`config.mk`:
```
export PLATFORM = sky130hd
export DESIGN_NAME = layer_mux_ctrl_flat
export DESIGN_NICKNAME = d
export VERILOG_FILES = /design/src/rtl/layer_mux_ctrl_if.sv /design/src/rtl/layer_mux_ctrl.sv /design/src/flat_wrapper.sv
export SDC_FILE = /design/constraint.sdc
export NUM_CORES = 1
export LEC_CHECK = 0
export ABC_CLOCK_PERIOD_IN_PS = 5400
export CAP_MARGIN = 15
export CELL_PAD_IN_SITES_DETAIL_PLACEMENT = 1
export CELL_PAD_IN_SITES_GLOBAL_PLACEMENT = 2
export CORE_MARGIN = 2
export CORE_UTILIZATION = 24
export CTS_CLUSTER_SIZE = 24
export DETAILED_ROUTE_END_ITERATION = 10
export GPL_ROUTABILITY_DRIVEN = 1
export GPL_TIMING_DRIVEN = 1
export PLACE_DENSITY_LB_ADDON = 0.05
export SYNTH_ARGS = -nofsm -noshare
export SYNTH_HDL_FRONTEND = slang
export SYNTH_SLANG_ARGS = --single-unit
```
`constraint.sdc`:
```
create_clock -name rgb_clk -period 5.4 [get_ports rgb_clk]
set_input_delay 0.81 -clock rgb_clk [delete_from_list [all_inputs] [get_ports rgb_clk]]
set_output_delay 0.81 -clock rgb_clk [all_outputs]
set_load 0.005 [all_outputs]
```
`src/rtl/layer_mux_ctrl_if.sv`:
```
// layer_mux_ctrl_if: video timing, layer inputs, update handshake and composited pixel bundle
//   master: timing generator, layer sources and game logic
//           drives rgb_hs/vs/de, rgb_x/y, lyr_hit, lyr_color, lyr_en, bg_color, upd_ack
//   slave : compositor / update controller
//           drives upd_req, upd_miss, frame_cnt, pix_hs/vs/de, pix_color
interface layer_mux_ctrl_if #(
    parameter int LAYERS  = 4,
    parameter int COLOR_W = 16
);
    logic                      rgb_hs;
    logic                      rgb_vs;
    logic                      rgb_de;
    logic [11:0]               rgb_x;
    logic [11:0]               rgb_y;
    logic [LAYERS-1:0]         lyr_hit;
    logic [LAYERS*COLOR_W-1:0] lyr_color;
    logic [LAYERS-1:0]         lyr_en;
    logic [COLOR_W-1:0]        bg_color;
    logic                      upd_ack;
    logic                      upd_req;
    logic                      upd_miss;
    logic [15:0]               frame_cnt;
    logic                      pix_hs;
    logic                      pix_vs;
    logic                      pix_de;
    logic [COLOR_W-1:0]        pix_color;

    modport master (
        output rgb_hs, rgb_vs, rgb_de, rgb_x, rgb_y, lyr_hit, lyr_color, lyr_en, bg_color, upd_ack,
        input  upd_req, upd_miss, frame_cnt, pix_hs, pix_vs, pix_de, pix_color
    );

    modport slave (
        input  rgb_hs, rgb_vs, rgb_de, rgb_x, rgb_y, lyr_hit, lyr_color, lyr_en, bg_color, upd_ack,
        output upd_req, upd_miss, frame_cnt, pix_hs, pix_vs, pix_de, pix_color
    );
endinterface

```
`src/rtl/layer_mux_ctrl.sv`:
```
// layer_mux_ctrl: fixed-priority layer compositor with per-frame game-state update handshake
//   rgb_clk : pixel clock
//   rgb_rst : asynchronous active-high reset
//   bus     : layer_mux_ctrl_if.slave -- timing/layer inputs in, composited pixel and
//             update handshake (upd_req/upd_ack, upd_miss, frame_cnt) out
module layer_mux_ctrl #(
    parameter int          LAYERS      = 4,
    parameter int          COLOR_W     = 16,
    parameter logic [15:0] UPD_TIMEOUT = 16'd4000,
    parameter logic        VS_POL      = 1'b0
) (
    input logic             rgb_clk,
    input logic             rgb_rst,
    layer_mux_ctrl_if.slave bus
);
    typedef enum logic [1:0] {S_ACTIVE, S_REQ, S_DONE} state_t;

    state_t             state_q, state_d;
    logic               vs_prev_q;
    logic [LAYERS-1:0]  en_q, en_d;
    logic [15:0]        timer_q, timer_d;
    logic [15:0]        frame_cnt_q, frame_cnt_d;
    logic               upd_req_q, upd_req_d;
    logic               upd_miss_q, upd_miss_d;
    logic [2:0]         tim_q, tim_d;
    logic [COLOR_W-1:0] pix_color_q, pix_color_d;
    logic               frame_start;
    logic               timeout;

    // Frame starts on the edge into the active vsync level.
    assign frame_start = (bus.rgb_vs == VS_POL) && (vs_prev_q != VS_POL);
    assign timeout     = timer_q == UPD_TIMEOUT - 16'd1;

    always_comb begin
        // Walk from highest to lowest index so the lowest-index hit is the one left standing.
        pix_color_d = bus.bg_color;
        for (int i = LAYERS - 1; i >= 0; i--)
            if (bus.lyr_hit[i] && en_q[i]) pix_color_d = bus.lyr_color[i*COLOR_W +: COLOR_W];
        if (!bus.rgb_de) pix_color_d = '0;
        tim_d = {bus.rgb_hs, bus.rgb_vs, bus.rgb_de};
        en_d  = frame_start ? bus.lyr_en : en_q;
    end

    always_comb begin
        state_d = state_q;
        case (state_q)
            S_ACTIVE: if (frame_start) state_d = S_REQ;
            S_REQ:    if (bus.upd_ack || timeout) state_d = S_DONE;
            S_DONE:   if (bus.rgb_de) state_d = S_ACTIVE;
            default:  state_d = S_ACTIVE;
        endcase
    end

    // Ack has priority over timeout, so a miss is only flagged without ack.
    always_comb begin
        upd_req_d   = state_d == S_REQ;
        upd_miss_d  = (state_q == S_REQ) && !bus.upd_ack && timeout;
        frame_cnt_d = frame_cnt_q + 16'((state_q == S_REQ) && bus.upd_ack);
        timer_d     = (state_q == S_REQ) ? timer_q + 16'd1 : 16'd0;
    end

    always_ff @(posedge rgb_clk or posedge rgb_rst) begin
        if (rgb_rst) state_q <= S_ACTIVE;
        else         state_q <= state_d;
    end

    always_ff @(posedge rgb_clk or posedge rgb_rst) begin
        if (rgb_rst) begin
            vs_prev_q   <= ~VS_POL;
            en_q        <= '0;
            timer_q     <= '0;
            frame_cnt_q <= '0;
            upd_req_q   <= 1'b0;
            upd_miss_q  <= 1'b0;
            tim_q       <= '0;
            pix_color_q <= '0;
        end else begin
            vs_prev_q   <= bus.rgb_vs;
            en_q        <= en_d;
            timer_q     <= timer_d;
            frame_cnt_q <= frame_cnt_d;
            upd_req_q   <= upd_req_d;
            upd_miss_q  <= upd_miss_d;
            tim_q       <= tim_d;
            pix_color_q <= pix_color_d;
        end
    end

    assign bus.upd_req   = upd_req_q;
    assign bus.upd_miss  = upd_miss_q;
    assign bus.frame_cnt = frame_cnt_q;
    assign bus.pix_hs    = tim_q[2];
    assign bus.pix_vs    = tim_q[1];
    assign bus.pix_de    = tim_q[0];
    assign bus.pix_color = pix_color_q;
endmodule

```
`src/flat_wrapper.sv`:
```
// flat-port wrapper written by rule: the top's interface ports become plain ports
module layer_mux_ctrl_flat 
#(
    parameter int          LAYERS      = 4,
    parameter int          COLOR_W     = 16,
    parameter logic [15:0] UPD_TIMEOUT = 16'd4000,
    parameter logic        VS_POL      = 1'b0
)
  (rgb_clk, rgb_rst, bus_rgb_hs, bus_rgb_vs, bus_rgb_de, bus_rgb_x, bus_rgb_y, bus_lyr_hit, bus_lyr_color, bus_lyr_en, bus_bg_color, bus_upd_ack, bus_upd_req, bus_upd_miss, bus_frame_cnt, bus_pix_hs, bus_pix_vs, bus_pix_de, bus_pix_color);
  layer_mux_ctrl_if #(.LAYERS(LAYERS), .COLOR_W(COLOR_W)) bus_i ();
  input logic rgb_clk;
  input logic rgb_rst;
  input wire logic [$bits(bus_i.rgb_hs)-1:0] bus_rgb_hs;
  input wire logic [$bits(bus_i.rgb_vs)-1:0] bus_rgb_vs;
  input wire logic [$bits(bus_i.rgb_de)-1:0] bus_rgb_de;
  input wire logic [$bits(bus_i.rgb_x)-1:0] bus_rgb_x;
  input wire logic [$bits(bus_i.rgb_y)-1:0] bus_rgb_y;
  input wire logic [$bits(bus_i.lyr_hit)-1:0] bus_lyr_hit;
  input wire logic [$bits(bus_i.lyr_color)-1:0] bus_lyr_color;
  input wire logic [$bits(bus_i.lyr_en)-1:0] bus_lyr_en;
  input wire logic [$bits(bus_i.bg_color)-1:0] bus_bg_color;
  input wire logic [$bits(bus_i.upd_ack)-1:0] bus_upd_ack;
  output wire logic [$bits(bus_i.upd_req)-1:0] bus_upd_req;
  output wire logic [$bits(bus_i.upd_miss)-1:0] bus_upd_miss;
  output wire logic [$bits(bus_i.frame_cnt)-1:0] bus_frame_cnt;
  output wire logic [$bits(bus_i.pix_hs)-1:0] bus_pix_hs;
  output wire logic [$bits(bus_i.pix_vs)-1:0] bus_pix_vs;
  output wire logic [$bits(bus_i.pix_de)-1:0] bus_pix_de;
  output wire logic [$bits(bus_i.pix_color)-1:0] bus_pix_color;
  assign bus_i.rgb_hs = bus_rgb_hs;
  assign bus_i.rgb_vs = bus_rgb_vs;
  assign bus_i.rgb_de = bus_rgb_de;
  assign bus_i.rgb_x = bus_rgb_x;
  assign bus_i.rgb_y = bus_rgb_y;
  assign bus_i.lyr_hit = bus_lyr_hit;
  assign bus_i.lyr_color = bus_lyr_color;
  assign bus_i.lyr_en = bus_lyr_en;
  assign bus_i.bg_color = bus_bg_color;
  assign bus_i.upd_ack = bus_upd_ack;
  assign bus_upd_req = bus_i.upd_req;
  assign bus_upd_miss = bus_i.upd_miss;
  assign bus_frame_cnt = bus_i.frame_cnt;
  assign bus_pix_hs = bus_i.pix_hs;
  assign bus_pix_vs = bus_i.pix_vs;
  assign bus_pix_de = bus_i.pix_de;
  assign bus_pix_color = bus_i.pix_color;
  layer_mux_ctrl #(.LAYERS(LAYERS), .COLOR_W(COLOR_W), .UPD_TIMEOUT(UPD_TIMEOUT), .VS_POL(VS_POL)) u_core (.rgb_clk(rgb_clk), .rgb_rst(rgb_rst), .bus(bus_i));
endmodule
```
# == Word-level counts from Yosys, hierarchy flattened ==
# Index checks and enable logic that the tools add are counted.
# totals
word_cells,37
output_inout_bits,37
regBits,60
# classes
n_eq_ne,4
addsub,2
muxes,10
bitwise_logic,1
n_reduce_logical,11
# ops
operator,count
16-bit 2-to-1 mux,6
16-bit by 1-bit adder with 16-bit output,1
"16-bit by 1-bit adder with 16-bit output, second input constant",1
"16-bit by 12-bit == test with 1-bit output, second input constant",1
1-bit logical AND,8
2-bit 2-to-1 mux,3
2-bit case mux with 3 select lines,1
"2-bit by 1-bit == test with 1-bit output, second input constant",2
"2-bit == test, second input constant",1
2-bit zero test,1
1-bit zero test,1
1-bit logical OR,1
1-bit inverter,1

# == Depth between registers and ports, before layout ==
# depth
ltp_word,6
depth_mapped,9
mapped_depth_nobuf,8

# == Least setup slack after synthesis ==
# OpenSTA, ideal clock, no wires.
# synth_timing
path_type,input to register
startpoint,input bus_upd_ack
endpoint,"register u_core.frame_cnt_q[12], in the netlist u_core.bus.frame_cnt[12]"
arrival_ns,1.989
stages,8
path_slack_ns,3.288
n_path_buf,0
setup_time_ns,0.123
path_cell_list,inv_1 > nor2_1 > ha_1 > ha_1 > inv_1 > nor3_1 > nand4_1 > xnor2_1
# synth_via
elab_chain_cells,2
# synth_rtl
item,line,source
"start, declared",flat_wrapper.sv:22,input wire logic [$bits(bus_i.upd_ack)-1:0] bus_upd_ack;
1-bit logical AND,layer_mux_ctrl.sv:58,frame_cnt_d = frame_cnt_q + 16'((state_q == S_REQ) && bus.upd_ack);
16-bit by 1-bit adder with 16-bit output,layer_mux_ctrl.sv:58,
net u_core.frame_cnt_d[12],layer_mux_ctrl.sv:22,"logic [15:0] frame_cnt_q, frame_cnt_d;"
"end signal, assigned",layer_mux_ctrl.sv:81,frame_cnt_q <= frame_cnt_d;
"end, declared",layer_mux_ctrl.sv:22,
# The timed path passes the listed nets, and every way through them passes these cells.
# A chain may end at the register's enable or synchronous reset.

# == Final worst setup path ==
# layout_timing
startpoint,input bus_lyr_hit[0]
endpoint,"register u_core.pix_color_q[14], in the netlist u_core.bus.pix_color[14]"
# layout_via
elab_chain_cells,3
# layout_rtl
item,line,source
"start, declared",flat_wrapper.sv:18,input wire logic [$bits(bus_i.lyr_hit)-1:0] bus_lyr_hit;
1-bit logical AND,layer_mux_ctrl.sv:38,if (bus.lyr_hit[i] && en_q[i]) pix_color_d = bus.lyr_color[i*COLOR_W +: COLOR_W];
16-bit 2-to-1 mux,layer_mux_ctrl.sv:38,
16-bit 2-to-1 mux,layer_mux_ctrl.sv:39,if (!bus.rgb_de) pix_color_d = '0;
net u_core.pix_color_d[14],layer_mux_ctrl.sv:26,"logic [COLOR_W-1:0] pix_color_q, pix_color_d;"
"end signal, assigned",layer_mux_ctrl.sv:85,pix_color_q <= pix_color_d;
"end, declared",layer_mux_ctrl.sv:26,
# The timed path passes the listed nets, and every way through them passes these cells.

==> impl_metrics.toml <==
[global_route]
grt_max_degree = 61
grt_overflow_total = 0
antenna_found_initial = 0
grt_pass1_vias = 2787
grt.total_usage_pct = 15.1
grt_pass1_wl_um = 14900

[placement]
place_hpwl_um = 6750
dp_worst_setup_slack_ns = 1.97
place_inst = 541
numPortBuffers = 130
place_area_um2 = 4320
gp_routability_congestion = 0.736

[run_status]
outcome = "finished, final reports clean"

[cells_and_area]
layout.nets = 530
antennaDiodeCount = 0
fin_cells = 555
fin_area_um2 = 4610
finish.utilization_pct = 39.9
areaGrowthSynthToFinish_pct = 60.7
drive_above_1_share_pct = 6.80

[floorplan]
dieHeight_um = 113
initial_utilization_pct = 24.8
num_rows = 39
coreArea_um2 = 11600
floorplan.die_area_um2 = 12900
ioPinCount = 155
die_w_um = 113

[worst_setup_path]
rrSetupSlack_ns = 2.73
start_kind = "primary input"
required_ns = 5.60
r2r-end = "u_core.bus.frame_cnt[12]"
r2r-start = "u_core.state_q[1]"
endpoint_kind = "flip-flop"
rr_worst_depth = 8
criticalPathCategory = "primary input to flip-flop"
arrival_ns = 3.16
worst-path-max-fanout = 19

[cts]
root_buffer = "clkbuf_16"
ctsResizeCount = 0
worstSkewPairLatency_ns = 0.32
cts_max_level = 3
postCtsSetupBuffers = 0
numCtsBuffers = 9
cts.sinks = 60
clockBufferDepth = 2
cts_tree = "yes"
cts.hold.buffers_added = 0
clk_pin_slew_ns = 0.05

[power_and_ir_drop]
power.total_mw = 1.38
powerDensity_nw_per_um2 = 298
vdd_ir_drop_max_mv = 0.122
p_leak_nw = 1.88

[sta]
fin_tns_setup_ns = 0
clock_skew_ns = 0.00622
finalCriticalPeriod_ns = 2.96
timing.hold.ws_ns = 0.471
maxSlewViolCount = 0
hold_violations = 0
final.setup.worst_slack_ns = 2.44
maxSlewHeadroom_pct = 41.5
fin_crit_sh_pct = 54.8
worstMarginPinSlew_ns = 0.875
fmax_mhz = 338
rsz0062_at_grt = "no"
setup_viol = 0

[synth]
synthTopCellsByArea = "dfrtp_1 51%, xnor2_1 6.1%, nor2_1 5.1%, o221ai_1 4.9%, a211oi_1 3.9%"
synth_top_family_by_area = "simple AND/OR/NAND/NOR gates"
netlist_area_um2 = 2870
muxShareOfSynthArea_pct = 1.96
synth-compound-area-share_pct = 10.2
syn_area_per_cell_um2 = 10.4
async_reset_ff_share_pct = 100
syn_inst = 277
ys_top_cells_by_count = "59 x dfrtp_1, 39 x nor2_1, 22 x nor3_1, 20 x xnor2_1, 17 x and3_1"
syn-num-nets = 398
synth_warnings = 0
synth_top_area_share_pct = 51.4
synth-xor-area-share_pct = 8.24
synthFlopType = "dfrtp_1"
yosys.area_share.simple_pct = 23.2
synth_fa_ha_area_share_pct = 1.31
synth_top_cell_by_area = "dfrtp_1"
synth_edf_count = 0
synth_seq_cells = 60
yosysMostFrequentCell = "dfrtp_1"
synth.distinct_cells = 32
ys_seq_area_share_pct = 52.4

[detailed_routing]
wl_per_cell_um = 16.8
drt_wl_total_um = 9340
vias = 2602
via_per_inst = 4.69
drc = 0
ant_nets = 0
first_iter_violations = 71
first_pass_iters = 4

[min_path]
hold_path_class = "flip-flop to flip-flop"
min_from = "u_core.bus.frame_cnt[15]"
min_to = "u_core.bus.frame_cnt[15]"
holdPathStages = 1

[run]
cap_violations = 0
==> kinds of logic after synthesis <==
family / after synthesis
simple gates: 125
flops: 60
compound gates: 37
xor+xnor: 27
buf+inv: 20
mux: 5
fa+ha+maj: 3
==> routing by layer <==
metal  wire [um]  part of all wire [%]  GRT usage (%)
met2        4180                    45           23.4
met4          86                  0.92           4.39
met5           0                     0              0
met3        1070                    11           8.25
met1        4010                    43           18.2
==> state kept, by name, summed over array words and instances (netlist names) <==
name	count
u_core.bus.frame_cnt	16
u_core.bus.pix_color	16
u_core.timer_q	16
u_core.en_q	4
u_core.tim_q	3
u_core.state_q	2
u_core.bus.upd_miss	1
u_core.bus.upd_req	1
u_core.vs_prev_q	1
==> worst max-delay path by stage <==
stage                               from                       end  slack, ns  cells past startpoint
after floorplan                  rgb_rst   u_core.bus.frame_cnt[0]       3.11                      1
after global placement    bus_lyr_hit[0]  u_core.bus.pix_color[14]       2.05                      5
after detailed placement  bus_lyr_hit[0]  u_core.bus.pix_color[14]       1.97                      5
after CTS                 bus_lyr_hit[0]  u_core.bus.pix_color[14]       2.33                      5
after global routing      bus_lyr_hit[0]   u_core.bus.pix_color[1]       2.15                      5
final                     bus_lyr_hit[0]  u_core.bus.pix_color[14]       2.44                      5
==> where the power goes <==
group	total [mW]	internal, mW	switching (mW)
logic	0.268	0.158	0.110
registers	0.538	0.496	0.0427
clock network	0.570	0.376	0.194
==> cell usage in the layout (no fill, tap or decap), types with 3 or more instances in the layout <==
master	n
a211oi_1	15
and3_1	17
clkbuf_16	9
clkdlybuf4s50_1	130
dfrtp_1	59
ha_1	3
inv_1	8
mux2_2	5
nand2_1	11
nand3_1	13
nand4_1	9
nor2_1	39
nor3_1	22
nor4_1	5
o221ai_1	16
xnor2_1	20
xor2_1	7
==> final cells by class <==
class / count / area, um^2
clock inverters: 2 / 35.0
repair buffers: 132 / 1320
inverters: 9 / 33.8
clock buffers: 12 / 256
multi-input cells: 197 / 1290
fillers: 1267 / 6950
flip-flops and latches: 60 / 1500
well taps: 143 / 179
==> critical path, stage by stage <==
cell,delay (ns)
clkdlybuf4s50_1,0.40
nand2_1,0.57
nand4_1,0.85
o22ai_1,0.45
nor2_1,0.07
Note: power is estimated with default switching activity, not from simulation.
